`src/rtl/lcd_pkg.sv`:
```
// Shared constants, state encoding and address helper for the LCD capture block.
package lcd_pkg;

   localparam logic [7:0]  H_PIXELS       = 8'd160;
   localparam logic [7:0]  V_LINES        = 8'd144;
   localparam logic [12:0] BYTES_PER_LINE = 13'd40;
   localparam logic [12:0] FB_BYTES       = 13'd5760;

   typedef enum logic [1:0] {
      IDLE,
      WAIT_LINE,
      ACTIVE,
      LINE_END
   } lcd_state_t;

   // Byte address of the packed byte holding pixel column 'col' of line 'line'.
   // The sum is kept at 13 bits so it wraps around the 8 KiB framebuffer.
   function automatic logic [12:0] byte_addr(input logic [12:0] base,
                                             input logic [7:0]  line,
                                             input logic [7:0]  col);
      logic [12:0] line_ext;
      line_ext = {5'd0, line};
      return base + (line_ext * BYTES_PER_LINE) + {7'd0, col[7:2]};
   endfunction

endpackage

```
`src/rtl/sync_edge.sv`:
```
// Two-flop synchronizer followed by a registered rising-edge pulse.
// The pulse appears two clocks after the first edge that samples the input high.
module sync_edge (
   input  logic clock,
   input  logic reset_n,
   input  logic sig,
   output logic rise
);

   logic meta;
   logic sync;
   logic sync_q;

   // Synchronize the asynchronous input and flag a low-to-high transition for one cycle.
   always_ff @(posedge clock or negedge reset_n) begin
      if (!reset_n) begin
         meta   <= 1'b0;
         sync   <= 1'b0;
         sync_q <= 1'b0;
         rise   <= 1'b0;
      end else begin
         meta   <= sig;
         sync   <= meta;
         sync_q <= sync;
         rise   <= sync & ~sync_q;
      end
   end

endmodule

```
`src/rtl/lcd_capture.sv`:
```
// Captures the 2-bit gameboy LCD pixel stream into a packed framebuffer,
// four pixels per byte, 40 bytes per line, 144 lines per frame.
module lcd_capture
   import lcd_pkg::*;
#(
   parameter logic [12:0] FB_BASE = 13'h0000
) (
   input  logic        clock,
   input  logic        reset_n,
   input  logic        capture_en,
   input  logic [1:0]  pixel_data,
   input  logic        pixel_clock,
   input  logic        pixel_latch,
   input  logic        hsync,
   input  logic        vsync,
   output logic [12:0] fb_addr,
   output logic [7:0]  fb_wr_data,
   output logic        fb_wr_cs,
   output logic        frame_done,
   output logic [7:0]  frame_count,
   output logic [2:0]  err_flags,
   input  logic        err_clr
);

   logic       pclk_rise;
   logic       latch_rise;
   logic       hsync_rise;
   logic       vsync_rise;
   logic [1:0] data_d1;
   logic [1:0] data_d2;
   logic [1:0] data_d3;

   lcd_state_t  state;
   lcd_state_t  state_next;
   logic [7:0]  line_cnt;
   logic [7:0]  line_next;
   logic [7:0]  col_cnt;
   logic [7:0]  col_next;
   logic [7:0]  shreg;
   logic [7:0]  shreg_next;
   logic [12:0] addr_next;
   logic [7:0]  data_next;
   logic        cs_next;
   logic        done_next;
   logic [7:0]  count_next;
   logic [2:0]  err_new;
   logic [2:0]  err_next;
   logic [7:0]  col_work;
   logic [7:0]  shreg_work;
   logic [7:0]  padded;

   sync_edge u_sync_pclk  (.clock(clock), .reset_n(reset_n), .sig(pixel_clock), .rise(pclk_rise));
   sync_edge u_sync_latch (.clock(clock), .reset_n(reset_n), .sig(pixel_latch), .rise(latch_rise));
   sync_edge u_sync_hsync (.clock(clock), .reset_n(reset_n), .sig(hsync),       .rise(hsync_rise));
   sync_edge u_sync_vsync (.clock(clock), .reset_n(reset_n), .sig(vsync),       .rise(vsync_rise));

   // Delay pixel data by three stages so it lines up with the pixel_clock edge pulse.
   always_ff @(posedge clock or negedge reset_n) begin
      if (!reset_n) begin
         data_d1 <= 2'b00;
         data_d2 <= 2'b00;
         data_d3 <= 2'b00;
      end else begin
         data_d1 <= pixel_data;
         data_d2 <= data_d1;
         data_d3 <= data_d2;
      end
   end

   // Capture state register.
   always_ff @(posedge clock or negedge reset_n) begin
      if (!reset_n) begin
         state <= IDLE;
      end else begin
         state <= state_next;
      end
   end

   // Next-state and datapath decode; vsync outranks pixel, pixel outranks latch, latch outranks hsync.
   always_comb begin
      state_next = state;
      line_next  = line_cnt;
      col_next   = col_cnt;
      shreg_next = shreg;
      addr_next  = fb_addr;
      data_next  = fb_wr_data;
      cs_next    = 1'b0;
      done_next  = 1'b0;
      count_next = frame_count;
      err_new    = 3'b000;
      col_work   = col_cnt;
      shreg_work = shreg;
      padded     = 8'h00;

      if (vsync_rise) begin
         if (state != IDLE) begin
            err_new[2] = 1'b1;
         end
         line_next  = 8'd0;
         col_next   = 8'd0;
         shreg_next = 8'h00;
         state_next = capture_en ? WAIT_LINE : IDLE;
      end else begin
         case (state)
            IDLE: begin
               state_next = IDLE;
            end

            WAIT_LINE: begin
               if (hsync_rise) begin
                  state_next = ACTIVE;
                  col_next   = 8'd0;
                  shreg_next = 8'h00;
               end
            end

            ACTIVE: begin
               if (pclk_rise) begin
                  if (col_cnt < H_PIXELS) begin
                     shreg_work = {shreg[5:0], data_d3};
                     if (col_cnt[1:0] == 2'd3) begin
                        cs_next    = 1'b1;
                        addr_next  = byte_addr(FB_BASE, line_cnt, col_cnt);
                        data_next  = shreg_work;
                        shreg_work = 8'h00;
                     end
                     col_work = col_cnt + 8'd1;
                  end else begin
                     err_new[0] = 1'b1;
                  end
               end
               if (latch_rise) begin
                  if (col_work < H_PIXELS) begin
                     err_new[1] = 1'b1;
                     if (col_work[1:0] != 2'd0) begin
                        case (col_work[1:0])
                           2'd1:    padded = shreg_work << 6;
                           2'd2:    padded = shreg_work << 4;
                           default: padded = shreg_work << 2;
                        endcase
                        cs_next   = 1'b1;
                        addr_next = byte_addr(FB_BASE, line_cnt, col_work);
                        data_next = padded;
                     end
                  end
                  shreg_work = 8'h00;
                  line_next  = line_cnt + 8'd1;
                  state_next = LINE_END;
               end
               col_next   = col_work;
               shreg_next = shreg_work;
            end

            LINE_END: begin
               if (line_cnt == V_LINES) begin
                  done_next  = 1'b1;
                  count_next = frame_count + 8'd1;
                  state_next = IDLE;
               end else if (hsync_rise) begin
                  state_next = ACTIVE;
                  col_next   = 8'd0;
                  shreg_next = 8'h00;
               end else begin
                  state_next = WAIT_LINE;
               end
            end

            default: begin
               state_next = IDLE;
            end
         endcase
      end

      err_next = (err_clr ? 3'b000 : err_flags) | err_new;
   end

   // Datapath registers, write strobe, frame bookkeeping and sticky error flags.
   always_ff @(posedge clock or negedge reset_n) begin
      if (!reset_n) begin
         line_cnt    <= 8'd0;
         col_cnt     <= 8'd0;
         shreg       <= 8'h00;
         fb_addr     <= 13'd0;
         fb_wr_data  <= 8'h00;
         fb_wr_cs    <= 1'b0;
         frame_done  <= 1'b0;
         frame_count <= 8'd0;
         err_flags   <= 3'b000;
      end else begin
         line_cnt    <= line_next;
         col_cnt     <= col_next;
         shreg       <= shreg_next;
         fb_addr     <= addr_next;
         fb_wr_data  <= data_next;
         fb_wr_cs    <= cs_next;
         frame_done  <= done_next;
         frame_count <= count_next;
         err_flags   <= err_next;
      end
   end

endmodule
```
`config.mk`:
```
export PLATFORM = sky130hd
export DESIGN_NAME = lcd_capture
export DESIGN_NICKNAME = d
export VERILOG_FILES = /design/src/rtl/lcd_pkg.sv /design/src/rtl/sync_edge.sv /design/src/rtl/lcd_capture.sv
export SDC_FILE = /design/constraint.sdc
export NUM_CORES = 1
export LEC_CHECK = 0
export CAP_MARGIN = 30
export CORE_ASPECT_RATIO = 1.75
export CORE_MARGIN = 2
export CORE_UTILIZATION = 47
export CTS_CLUSTER_DIAMETER = 40
export DETAILED_ROUTE_END_ITERATION = 16
export GPL_ROUTABILITY_DRIVEN = 0
export GPL_TIMING_DRIVEN = 0
export PLACE_DENSITY = 0.75
export SLEW_MARGIN = 20
export SYNTH_ARGS = -nofsm -noshare
export SYNTH_HDL_FRONTEND = slang
export SYNTH_SLANG_ARGS = --single-unit
```
`constraint.sdc`:
```
create_clock -name clock -period 4.3 [get_ports clock]
set_input_delay 0.86 -clock clock [delete_from_list [all_inputs] [get_ports clock]]
set_output_delay 0.86 -clock clock [all_outputs]
set_load 0.02 [all_outputs]
```
Word-level counts from Yosys, hierarchy flattened
Cells that the tools add are included.
Word-level totals
  bits in registers: 82
  input port bits: 10
  output and inout bits: 34
  word-level logic and storage cells: 131
Cells by class
  $add $sub $neg: 5
  $mul: 1
  $lt $le $gt $ge: 2
  eq/ne operators: 12
  muxes and demuxes: 59
  bitwise gates (word level): 10
  reduce and logical (&&, ||, !) cells: 12
Operators with widths (count)
  $mux 8: 23
  $mux 13: 6
  $pmux 8 s3: 2
  $add 13x6->13: 2
  $add 8x1->8 const B: 3
  $mux 1: 18
  $lt 8x8->1 const B: 2
  $pmux 8 s2: 1
  $mux 2: 7
  $mul 8x3->10 const B: 1
  $eq 2x2->1 const B: 4
  $eq 8x8->1 const B: 1
  $pmux 2 s4: 1
  $reduce_and 2->1: 4
  $reduce_bool 2->1: 4
  $ne 3x1->1 const B: 2
  $not 1->1: 5
  $and 1x1->1: 4
  $eq 2x1->1 const B: 2
  $ne 4x1->1 const B: 1
  $ne 4x2->1 const B: 1
  $reduce_and 4->1: 1
  $reduce_bool 4->1: 1
  $mux 3: 1
  4 further kinds: 4

Longest topological paths before layout
Gate-level depths: netlist (run 1).
  depth after elaboration: 11
  gate-level depth with buffers: 14
  gate-level depth less buffers: 13

Cells and area by module
A second synthesis (run 1) with hierarchy kept.
Second synthesis, totals
  cells, all modules: 435
  area total of the unflattened synthesis: 4405.5 sq um
Modules (own cells, without submodules)
  lcd_capture: instances 1, cells an instance 415, area each 3950.0 sq um, sequential area each 1601.5 sq um
  sync_edge: instances 4, cells an instance 5, area each 113.9 sq um, sequential area each 100.1 sq um

Worst setup path after synthesis (run 1)
Ideal clock, no wire load.
  path type: flip-flop to flip-flop
  from: register line_cnt[1]
  to: register fb_addr[12]
  setup time: 0.133 ns
  arrival: 2.733 ns
  data required time: 4.167 ns
  slack: 1.434 ns
  stages on the path, launching flop included: 12
  buffers on the path: 0
  clock period less this slack: 2.866 ns
  cells stage by stage: dfrtp_1 ha_1 ha_1 inv_1 fa_1 nand2b_1 a21oi_1 nor4b_1 o31ai_1 xnor2_1 o21ai_0 o211ai_1
Between the ends
  word-level cells in the longest chain between the ends: 8
  elaborated cells on any way between the ends: 9
  those cells by class: add/sub (2); mul (1); mux (6)
RTL lines
  start, declared: line lcd_capture.sv:35  | logic [7:0] line_cnt;
  start signal, assigned: line lcd_capture.sv:190  | line_cnt <= line_next;
  $mul 8x3->10 *: line lcd_pkg.sv:23  | return base + (line_ext * BYTES_PER_LINE) + {7'd0, col[7:2]};
  $add 13x6->13: line lcd_pkg.sv:23
  $mux 13: line lcd_capture.sv:121  | if (col_cnt[1:0] == 2'd3) begin
  $mux 13: line lcd_capture.sv:119  | if (col_cnt < H_PIXELS) begin
  $mux 13: line lcd_capture.sv:118  | if (pclk_rise) begin
  $mux 13: line lcd_capture.sv:135  | if (col_work[1:0] != 2'd0) begin
  $mux 13: line lcd_capture.sv:133  | if (col_work < H_PIXELS) begin
  $mux 13 *: line lcd_capture.sv:132  | if (latch_rise) begin
  end signal, assigned: line lcd_capture.sv:193  | fb_addr <= addr_next;
  end, declared: line lcd_capture.sv:16  | output logic [12:0] fb_addr,
Every way passes the cells marked *; elsewhere a longest branch is shown, timed or not.
A chain may end at the register's enable or synchronous reset.

Final worst setup path (run 1)
  from: register col_cnt[5]
  to: register fb_addr[11]
Between the ends
  word-level cells in the longest chain between the ends: 9
  elaborated cells on any way between the ends: 16
  those cells by class: add/sub (3); order compare (2); mux (10); reduce/logical (1)
RTL lines
  start, declared: line lcd_capture.sv:37  | logic [7:0] col_cnt;
  start signal, assigned: line lcd_capture.sv:191  | col_cnt <= col_next;
  $add 8x1->8 / $lt 8x8->1 (equally long branches): line lcd_capture.sv:127, lcd_capture.sv:119
  $mux 8: line lcd_capture.sv:119
  $mux 8: line lcd_capture.sv:118
  $mux 8: line lcd_capture.sv:104  | case (state)
  $mux 8: line lcd_capture.sv:95  | if (vsync_rise) begin
  $add 13x6->13 / $reduce_bool 2->1 (equally long branches): line lcd_pkg.sv:23, lcd_capture.sv:135
  $mux 13: line lcd_capture.sv:135
  $mux 13: line lcd_capture.sv:133
  $mux 13 *: line lcd_capture.sv:132
Every way passes the cells marked *; elsewhere a longest branch is shown, timed or not. The select of a mux whose other input is x is not followed.

==> reports/results.tsv, run 1 <==
metric	value	unit
outcome	finished, final reports clean	
critical path startpoint category	flop	
die area	10200	um2
P_leak	0.00227	uW
GRT Total Usage	21.6	%
largest net degree at the start of global routing	49	
Worst Reg-to-Reg Cells	11	
Slew Viols, Final	0	
critical path, cell by cell	o21ai_1, nand2_1, buf_1, mux2i_1, ha_1, nand2b_1, nor2_4, buf_4, nor3_2, nand2_1, o221a_2	
Hold Path Origin	u_sync_latch.meta	
Reg power frac	45.0	%
Max stage delay cell, worst path	o21ai_1	
WHS	0.345	ns
CTS tree	yes	
DP HPWL	7.67	mm
port bufs	43	
Avg Cell Area, Syn	9.78	um2
Setup TNS	0	ns
Die X	77.2	um
Switch Pwr	466	uW
Final WS setup	0.656	ns
DR iter-0 viols	330	
Post-CTS Setup Bufs	0	
layout cell share with drive strength beyond 1	7.25	%
Seq/Total Area, Yosys	45.4	%
area delta synth->final	20.4	%
CTS clk-pin slew, worst paths	0.06	ns
vias in the first global route	3771	
Critical Path Max Stage Delay	0.51	ns
Crit path top cell by count	nand2_1	
Hold Path End	u_sync_latch.sync	
number of diodes	0	
vias per inst	5.78	
Cell Int Power	1370	uW
RSZ-0062 raised after global routing	no	
Primary FF master, synth	dfrtp_1	
num ports	44	
# setup viols final	0	
synthesized instance count	451	
reg-to-reg endpoint	fb_addr[11]	
wire per inst	16.3	um
Final Hold Vio Count	0	
clk root buf	clkbuf_16	
number of synthesized register bits	80	
Nets	544	
count of cell types in the netlist	66	
cts hold-fix bufs	0	
Mapped Area	4410	um2
initial antenna violation count	0	
footprint of the multi-input gates	2240	um2
FF-to-FF setup slack	0.66	ns
clock skew	0.00920	ns
GRT overflow	0	
MaxCap Viol Count	0	
# H-tree levels	3	
worst rel slew slack	62.5	%
CP Max Fanout	10	
worst hold stages	0	
Post-Syn Nets	489	
FFs w/ async S/R, synth	100	%
r2r startpoint	col_cnt[5]	
Filler cells	836	
Clock Latency Late Sink	0.34	ns
Period minus WS final	3.64	ns
first-pass GRT wire length	17.7	mm
dpl ws	0.784	ns
crit path kind	flop to flop	
DIE HEIGHT	132	um
Worst VDD drop	0.240	mV
Critical Path Sink Type	flop	
HP Class	flop to flop	
final WL	10.3	mm
Placeable Area	9090	um2
fmax	274	MHz
Arr. time, crit path	3.86	ns
drt drc	0	
Initial DRT Pass Iterations	5	
Crit path required time	4.52	ns
Sinks on Clock Net	80	
# rows	46	
Resized Gates After CTS	0	
EDFF count, synth	0	
period utilisation layout	84.8	%
Sw Share	25.4	%
vias	3640	
clock power share	41.8	%
register area	2000	um2
CTS Buf Count	9	
starting density of the core	48.5	%
yosys warns	0	
Least-Margin Pin Slew	0.559	ns
Clock Tree Buf Depth	2	
antenna-violating nets left	0	
PwrDens	345	nW/um2
Gate power share	13.2	%
-- cells in the final DEF, fill, tap and decap left out, types with 3 or more instances in the layout --
cell / count
buf_2: 5
and2_1: 4
nand3_1: 11
a22oi_1: 4
nand2_1: 40
xnor2_1: 19
nor2_1: 40
nor3_1: 5
inv_1: 19
fa_1: 3
dfrtp_1: 80
a21oi_1: 26
nor4_1: 4
o211ai_1: 3
and3_1: 6
o21ai_0: 29
nand2b_1: 8
o2bb2ai_1: 5
nand4_1: 10
xor2_1: 15
clkbuf_16: 9
o21ai_1: 4
nor2b_1: 11
clkdlybuf4s50_1: 42
a31oi_1: 4
o31ai_1: 3
a22o_1: 6
clkbuf_1: 9
o22ai_1: 6
nor3b_1: 5
ha_1: 25
-- power groups by stage --
stage | combinational [uW] | clock (uW) | sequential [uW]
4_1_cts | 244 | 775 | 827
5_1_grt | 264 | 811 | 833
6_report | 242 | 768 | 826
3_3_place_gp | 236 | 0 | 840
3_5_place_dp | 243 | 0 | 840
2_1_floorplan | 89.2 | 0 | 874
-- stage by stage --
stage	cell area [um2]	std cells	power (uW)	utilization [%]
after global placement	4990	614	1080	54.9
after floorplan	4410	451	963	-
after detailed placement	5020	615	1080	55.2
after global routing	5310	630	1910	58.4
final	5310	630	1840	58.4
after CTS	5310	630	1850	58.4
-- metal layers --
layer  global-route usage (%)  vias to the layer above  part of all wire, %
li1                         -                     1706                    -
met1                     23.8                     1747                   37
met2                     37.7                      146                   54
met3                     4.18                       41                  4.5
met4                     13.0                        0                  5.0
met5                        0                        -                    0
-- cell families (layout without fill, tap and decap cells) --
| logic type | Yosys count | after routing | share of synthesized area, % |
|---|---|---|---|
| compound gates | 114 | 114 | 17.2 |
| fa+ha+maj | 28 | 28 | 8.45 |
| mux | 3 | 3 | 0.709 |
| flops | 80 | 80 | 45.4 |
| simple gates | 154 | 154 | 17.7 |
| xor+xnor | 34 | 34 | 6.75 |
| buf+inv | 38 | 97 | 3.80 |
-- cells in the mapped netlist, types with 5 or more instances --
| cell type | number | area share (%) |
|---|---|---|
| nand3_1 | 11 | 1.2 |
| nor2_1 | 40 | 3.4 |
| xnor2_1 | 19 | 3.8 |
| nand4_1 | 10 | 1.4 |
| nor3b_1 | 5 | 0.85 |
| a22o_1 | 6 | 1.2 |
| o22ai_1 | 6 | 0.85 |
| dfrtp_1 | 80 | 45 |
| and3_1 | 6 | 0.85 |
| nor3_1 | 5 | 0.57 |
| a21oi_1 | 26 | 2.9 |
| ha_1 | 25 | 7.1 |
| nand2_1 | 40 | 3.4 |
| o2bb2ai_1 | 5 | 0.99 |
| xor2_1 | 15 | 3.0 |
| inv_1 | 19 | 1.6 |
| nand2b_1 | 8 | 1.1 |
| buf_2 | 5 | 0.57 |
| o21ai_0 | 29 | 3.3 |
| nor2b_1 | 11 | 1.6 |
| clkbuf_1 | 8 | 0.68 |
-- state kept, by name, summed over array words and instances (netlist names), 2 cells and up --
register     count
fb_addr         13
col_cnt          8
data_d2          2
frame_count      8
state            2
line_cnt         8
data_d3          2
data_d1          2
err_flags        3
shreg            6
fb_wr_data       8
-- worst max path at each step --
stage	depth (start not counted)	slack (ns)	start	to
final	11	0.66	col_cnt[5]	fb_addr[11]
after global routing	11	0.47	col_cnt[5]	fb_addr[11]
after CTS	11	0.76	col_cnt[6]	fb_addr[11]
after detailed placement	11	0.78	col_cnt[6]	fb_addr[11]
after global placement	1	-0.36	reset_n	line_cnt[7]
after floorplan	11	1.43	line_cnt[1]	fb_addr[12]
-- final cells by class --
| cell class | instances | area share [%] |
|---|---|---|
| buffer | 18 | 1.74 |
| clock buffer | 11 | 4.57 |
| clock inverter | 4 | 1.01 |
| inverter | 20 | 1.41 |
| multi-input combinational | 333 | 42.2 |
| sequential | 80 | 37.7 |
| tap | 120 | 2.83 |
| timing repair buffer | 44 | 8.57 |
-- critical path: cells and delay by family, from the launching register on --
| kind | cells | cell delay [ns] |
|---|---|---|
| and+or+nand+nor | 5 | 1.11 |
| DFF | 1 | 0.50 |
| muxes | 1 | 0.38 |
| buffers and inverters | 2 | 0.50 |
| adders and majority gates | 1 | 0.38 |
| AOI/OAI and AO/OA | 2 | 0.65 |
No activity file was read; power rests on OpenSTA's default activity.
==> run 2: changes to the inputs <==
--- a/config.mk
+++ b/config.mk
@@ -13,7 +13,7 @@
 export DETAILED_ROUTE_END_ITERATION = 16
 export GPL_ROUTABILITY_DRIVEN = 0
 export GPL_TIMING_DRIVEN = 0
-export PLACE_DENSITY = 0.75
+export PLACE_DENSITY = 0.77
 export SLEW_MARGIN = 20
 export SYNTH_ARGS = -nofsm -noshare
 export SYNTH_HDL_FRONTEND = slang
==> constraint.sdc (replaced) <==
create_clock -name clock -period 3.33 [get_ports clock]
set_input_delay 0.666 -clock clock [delete_from_list [all_inputs] [get_ports clock]]
set_output_delay 0.666 -clock clock [all_outputs]
set_load 0.02 [all_outputs]
==> run 2 against run 1 <==
Cell area rose by 0.87%; wire length rose by 2.3%; non-clock buffer count rose by 1; sequential cell count did not move; global-route usage rose by 0.29 points.
==> reports/results.tsv, run 2 (same netlist as run 1, synthesis figures left out) <==
metric	value	unit
outcome	finished, final reports clean	
vias in the first global route	3763	
Setup crit start	col_cnt[5]	
P_leak	0.00228	uW
clk root buf	clkbuf_16	
die area	10200	um2
commonest non-fill, non-tap cells in the layout	79 x dfrtp_1, 42 x clkdlybuf4s50_1, 40 x nor2_1, 39 x nand2_1, 28 x o21ai_0	
Period minus WS final	3.19	ns
Arr. time, crit path	3.41	ns
CP Max Fanout	15	
Clock Tree Buf Depth	2	
clock skew	0.00646	ns
Setup TNS	0	ns
cell family with most CP delay	simple AND/OR/NAND/NOR gates	
wire per inst	16.6	um
crit path kind	flop to flop	
PwrDens	428	nW/um2
HP Class	input pin to async pin	
CTS tree	yes	
DIE HEIGHT	132	um
# rows	46	
antenna-violating nets left	0	
drt drc	0	
DP Cell Count	615	
Critical Path Max Stage Delay	0.57	ns
Sw Share	26.2	%
Filler cells	823	
area delta synth->final	21.5	%
Slew Viols, Final	0	
# setup viols final	0	
footprint of the multi-input gates	2300	um2
initial antenna violation count	0	
layout cell share with drive strength beyond 1	9.77	%
Sinks on Clock Net	80	
commonest non-fill, non-tap cell in the layout	dfrtp_1	
period utilisation layout	95.7	%
DP HPWL	7.80	mm
total power	2290	uW
worst rel slew slack	61.1	%
Top reg by flops	fb_addr	
vias per inst	5.72	
starting density of the core	48.5	%
Worst Path Buf+Inv	2	
number of diodes	0	
port bufs	43	
largest net degree at the start of global routing	44	
Cell Int Power	1690	uW
fmax	314	MHz
critical path, cell by cell	o21ai_4, buf_4, nand2_2, mux2i_1, ha_1, nand2b_1, nor2_4, buf_4, nor3_2, nand2_1, o221a_2	
Non-Filler Instances	632	
register area	2000	um2
CTS clk-pin slew, worst paths	0.06	ns
clock power share	39.7	%
MaxCap Viol Count	0	
Worst VDD drop	0.311	mV
GRT Total Usage	21.9	%
Placeable Area	9090	um2
Final Hold Vio Count	0	
Crit path required time	3.56	ns
Largest register FFs	13	
Least-Margin Pin Slew	0.583	ns
CTS Buf Count	9	
Gate power share	13.6	%
Nets	545	
# H-tree levels	3	
num ports	44	
critical path startpoint category	flop	
first-pass GRT wire length	17.9	mm
Initial DRT Pass Iterations	5	
DR iter-0 viols	314	
r2r startpoint	col_cnt[5]	
Die X	77.2	um
vias	3613	
Max stage delay cell, worst path	dfrtp_1	
GRT overflow	0	
Switch Pwr	601	uW
Clock Latency Late Sink	0.34	ns
final WL	10.5	mm
Reg power frac	46.7	%
Crit path top cell by count	buf_4	
Critical Path Sink Type	flop	
run 2: cell count changes in the layout (fill, tap and decap cells not counted), moves of 2 or more:
cell / change
buf_4: +2
xnor2_2: +2
clkinv_2: +2
xnor2_1: -2
run 2: layer usage:
metal	global-route usage, %	wire [um]	vias up
met3	3.90	488	34
met4	13.2	456	0
met1	23.4	3800	1743
li1	-	-	1710
met5	0	0	-
met2	39.3	5750	126
run 2: timing repair:
item | CTS | global route
setup buffers | 0 | 2
pin swaps | 0 | 2
resized for setup | 1 | 12
hold buffers | 0 | 0
setup endpoints to repair | 18 | 18
run 2: layout make-up:
cell class,count,share of cell area (%)
multi-input combinational,333,43.0
sequential,80,37.4
timing repair buffer,46,8.64
clock buffer,11,4.53
tap,120,2.80
buffer,17,1.66
inverter,20,1.40
clock inverter,5,0.607
run 2: worst paths after layout:
path                                    end  slack [ns]  cells past startpoint
worst max register to register  fb_addr[11]        0.14                     11
worst min-delay path             fb_addr[1]        0.27                      1
worst min register to register   data_d2[1]        0.35                      0
worst max-delay path            fb_addr[11]        0.14                     11
min in group clock               data_d2[1]        0.35                      0
max in group asynchronous       line_cnt[1]        2.45                      2
run 2: power by group through the flow:
stage	Sequential (uW)	Combinational [uW]	Clock [uW]
2_1_floorplan	1130	115	0
3_3_place_gp	1090	304	0
3_5_place_dp	1090	311	0
4_1_cts	1070	312	924
5_1_grt	1080	341	961
6_report	1070	312	911
run 2: through the flow:
| stage | hold slack (ns) | util (%) | instance area, um2 | setup slack [ns] |
|---|---|---|---|---|
| floorplan | 0.331 | - | 4410 | 0.464 |
| global placement | 0.332 | 54.9 | 4990 | -1.13 |
| detailed placement | 0.338 | 55.1 | 5010 | -0.152 |
| CTS | 0.301 | 58.1 | 5290 | 0.0425 |
| global route | 0.325 | 58.9 | 5360 | -0.00965 |
| finish | 0.275 | 58.9 | 5360 | 0.144 |
==> run 3: changes to the inputs <==
--- a/config.mk
+++ b/config.mk
@@ -12,7 +12,6 @@
 export CTS_CLUSTER_DIAMETER = 40
 export DETAILED_ROUTE_END_ITERATION = 16
 export GPL_ROUTABILITY_DRIVEN = 0
-export GPL_TIMING_DRIVEN = 0
 export PLACE_DENSITY = 0.77
 export SLEW_MARGIN = 20
 export SYNTH_ARGS = -nofsm -noshare
==> run 3 against run 2 <==
Sequential share of layout area is 0.46 points higher; first-iteration DRC count is 24% lower; hold slack improved by 0.027 ns; count of clock-buffer cells in the layout up 1; clock skew rose by 0.0015 ns; sequential power about the same; worst setup slack gained 0.14 ns; sequential cell count is the same; global-route usage grew 0.12 points; clock power is 7.9% higher; critical path depth did not move; critical path type unchanged; largest power group unchanged.
==> reports/results.tsv, run 3 (same netlist as run 1, synthesis figures left out) <==
metric	value	unit
drt drc	0	
Crit path required time	3.54	ns
Critical Path Max Stage Delay	0.60	ns
dpl ws	0.201	ns
Clock Latency Late Sink	0.34	ns
first-pass GRT wire length	17.5	mm
commonest non-fill, non-tap cell in the layout	dfrtp_1	
worst rel slew slack	58.5	%
port bufs	43	
critical path, cell by cell	ha_1, ha_1, inv_1, fa_1, nand2b_1, a21oi_1, a21oi_1, or4_1, xnor2_1, o21ai_0, o211ai_1	
layout cell share with drive strength beyond 1	7.77	%
Final Hold Vio Count	0	
period utilisation layout	91.4	%
GRT Total Usage	22.0	%
outcome	finished, final reports clean	
Period minus WS final	3.04	ns
initial antenna violation count	0	
Nets	535	
starting density of the core	48.5	%
placed cell area	4980	um2
area delta synth->final	19.9	%
Max stage delay cell, worst path	or4_1	
Slew Viols, Final	0	
number of diodes	0	
Initial DRT Pass Iterations	4	
CP Max Fanout	9	
Final WS setup	0.288	ns
commonest non-fill, non-tap cells in the layout	80 x dfrtp_1, 42 x clkdlybuf4s50_1, 40 x nor2_1, 40 x nand2_1, 29 x o21ai_0	
register area	2000	um2
Critical Path Sink Type	flop	
DP HPWL	7.90	mm
DR iter-0 viols	239	
final instance area	5290	um2
DIE HEIGHT	132	um
# rows	46	
Least-Margin Pin Slew	0.623	ns
CTS clk-pin slew, worst paths	0.06	ns
Die X	77.2	um
largest net degree at the start of global routing	42	
vias in the first global route	3619	
DP Cell Count	606	
# H-tree levels	3	
Top reg by flops	fb_addr	
Filler cells	834	
Arr. time, crit path	3.25	ns
Worst VDD drop	0.310	mV
Worst Path Buf+Inv	1	
PwrDens	447	nW/um2
MaxCap Viol Count	0	
HP Class	input pin to async pin	
fmax	329	MHz
Non-Filler Instances	622	
final core occ	58.2	%
critical path startpoint category	flop	
RSZ-0062 raised after global routing	no	
footprint of the multi-input gates	2250	um2
crit path kind	flop to flop	
num ports	44	
CTS tree	yes	
cell family with most CP delay	adder cells	
# setup viols final	0	
Placeable Area	9090	um2
final WL	10.4	mm
clock skew	0.00797	ns
antenna-violating nets left	0	
die area	10200	um2
Clock Tree Buf Depth	2	
GRT overflow	0	
Sinks on Clock Net	80	
Largest register FFs	13	
cts hold-fix bufs	0	
CTS Buf Count	9	
clk root buf	clkbuf_16	
P_leak	0.00225	uW
Setup TNS	0	ns
vias	3578	
wire per inst	16.8	um
vias per inst	5.75	
==> run 3: cell count changes in the layout (fill, tap and decap cells not counted), moves of 2 or more <==
cell | previous run | this run
xnor2_1 | 17 | 19
clkbuf_1 | 9 | 2
xnor2_2 | 2 | 0
buf_2 | 5 | 0
buf_4 | 4 | 10
clkinv_2 | 2 | 0
buf_6 | 2 | 0
==> run 3: power breakdown <==
part / internal [uW] / switching, uW / total, uW
clock network: 602 / 381 / 983
registers: 1030 / 38.2 / 1070
logic: 138 / 174 / 311
==> run 3: final timing paths <==
check                                  from               end  slack [ns]  cells after the start
setup / recovery                line_cnt[1]       fb_addr[12]        0.29                     11
hold / removal                      reset_n        col_cnt[3]        0.30                      1
setup reg to reg                line_cnt[1]       fb_addr[12]        0.29                     11
hold reg to reg            u_sync_pclk.meta  u_sync_pclk.sync        0.35                      0
max in group asynchronous           reset_n       line_cnt[7]        2.43                      2
min in group clock         u_sync_pclk.meta  u_sync_pclk.sync        0.35                      0
==> run 3: repair_timing <==
item	4_1_cts	5_1_grt
setup buffers	0	0
hold endpoints to repair	0	0
gates resized for setup	0	1
endpoints found under the setup margin	0	1
==> run 3: layout make-up <==
type,count,share of cell area (%)
Inverter,20,1.42
Timing Repair Buffer,53,9.74
Sequential cell,80,37.8
Clock buffer,12,4.66
Tap cell,120,2.84
Multi-Input combinational cell,333,42.5
Clock inverter,4,1.02
==> run 3: metal layers <==
metal,up-vias,global-route usage (%),routed length [um]
met5,-,0,0
met3,32,4.66,333
met4,0,11.0,430
li1,1696,-,-
met2,86,40.7,5790
met1,1764,22.9,3890
==> run 3: worst reg2reg max path: stages (launching register included) <==
cell	delay, ns
dfrtp_1	0.49
ha_1	0.33
ha_1	0.16
inv_1	0.05
fa_1	0.38
nand2b_1	0.18
a21oi_1	0.21
a21oi_1	0.10
or4_1	0.60
xnor2_1	0.16
o21ai_0	0.15
o211ai_1	0.11
==> run 3: through the flow <==
step           power, uW  hold slack [ns]
5_1_grt             2470            0.346
2_1_floorplan       1240            0.331
4_1_cts             2390            0.316
3_3_place_gp        1390            0.333
3_5_place_dp        1400            0.336
6_report            2360            0.302
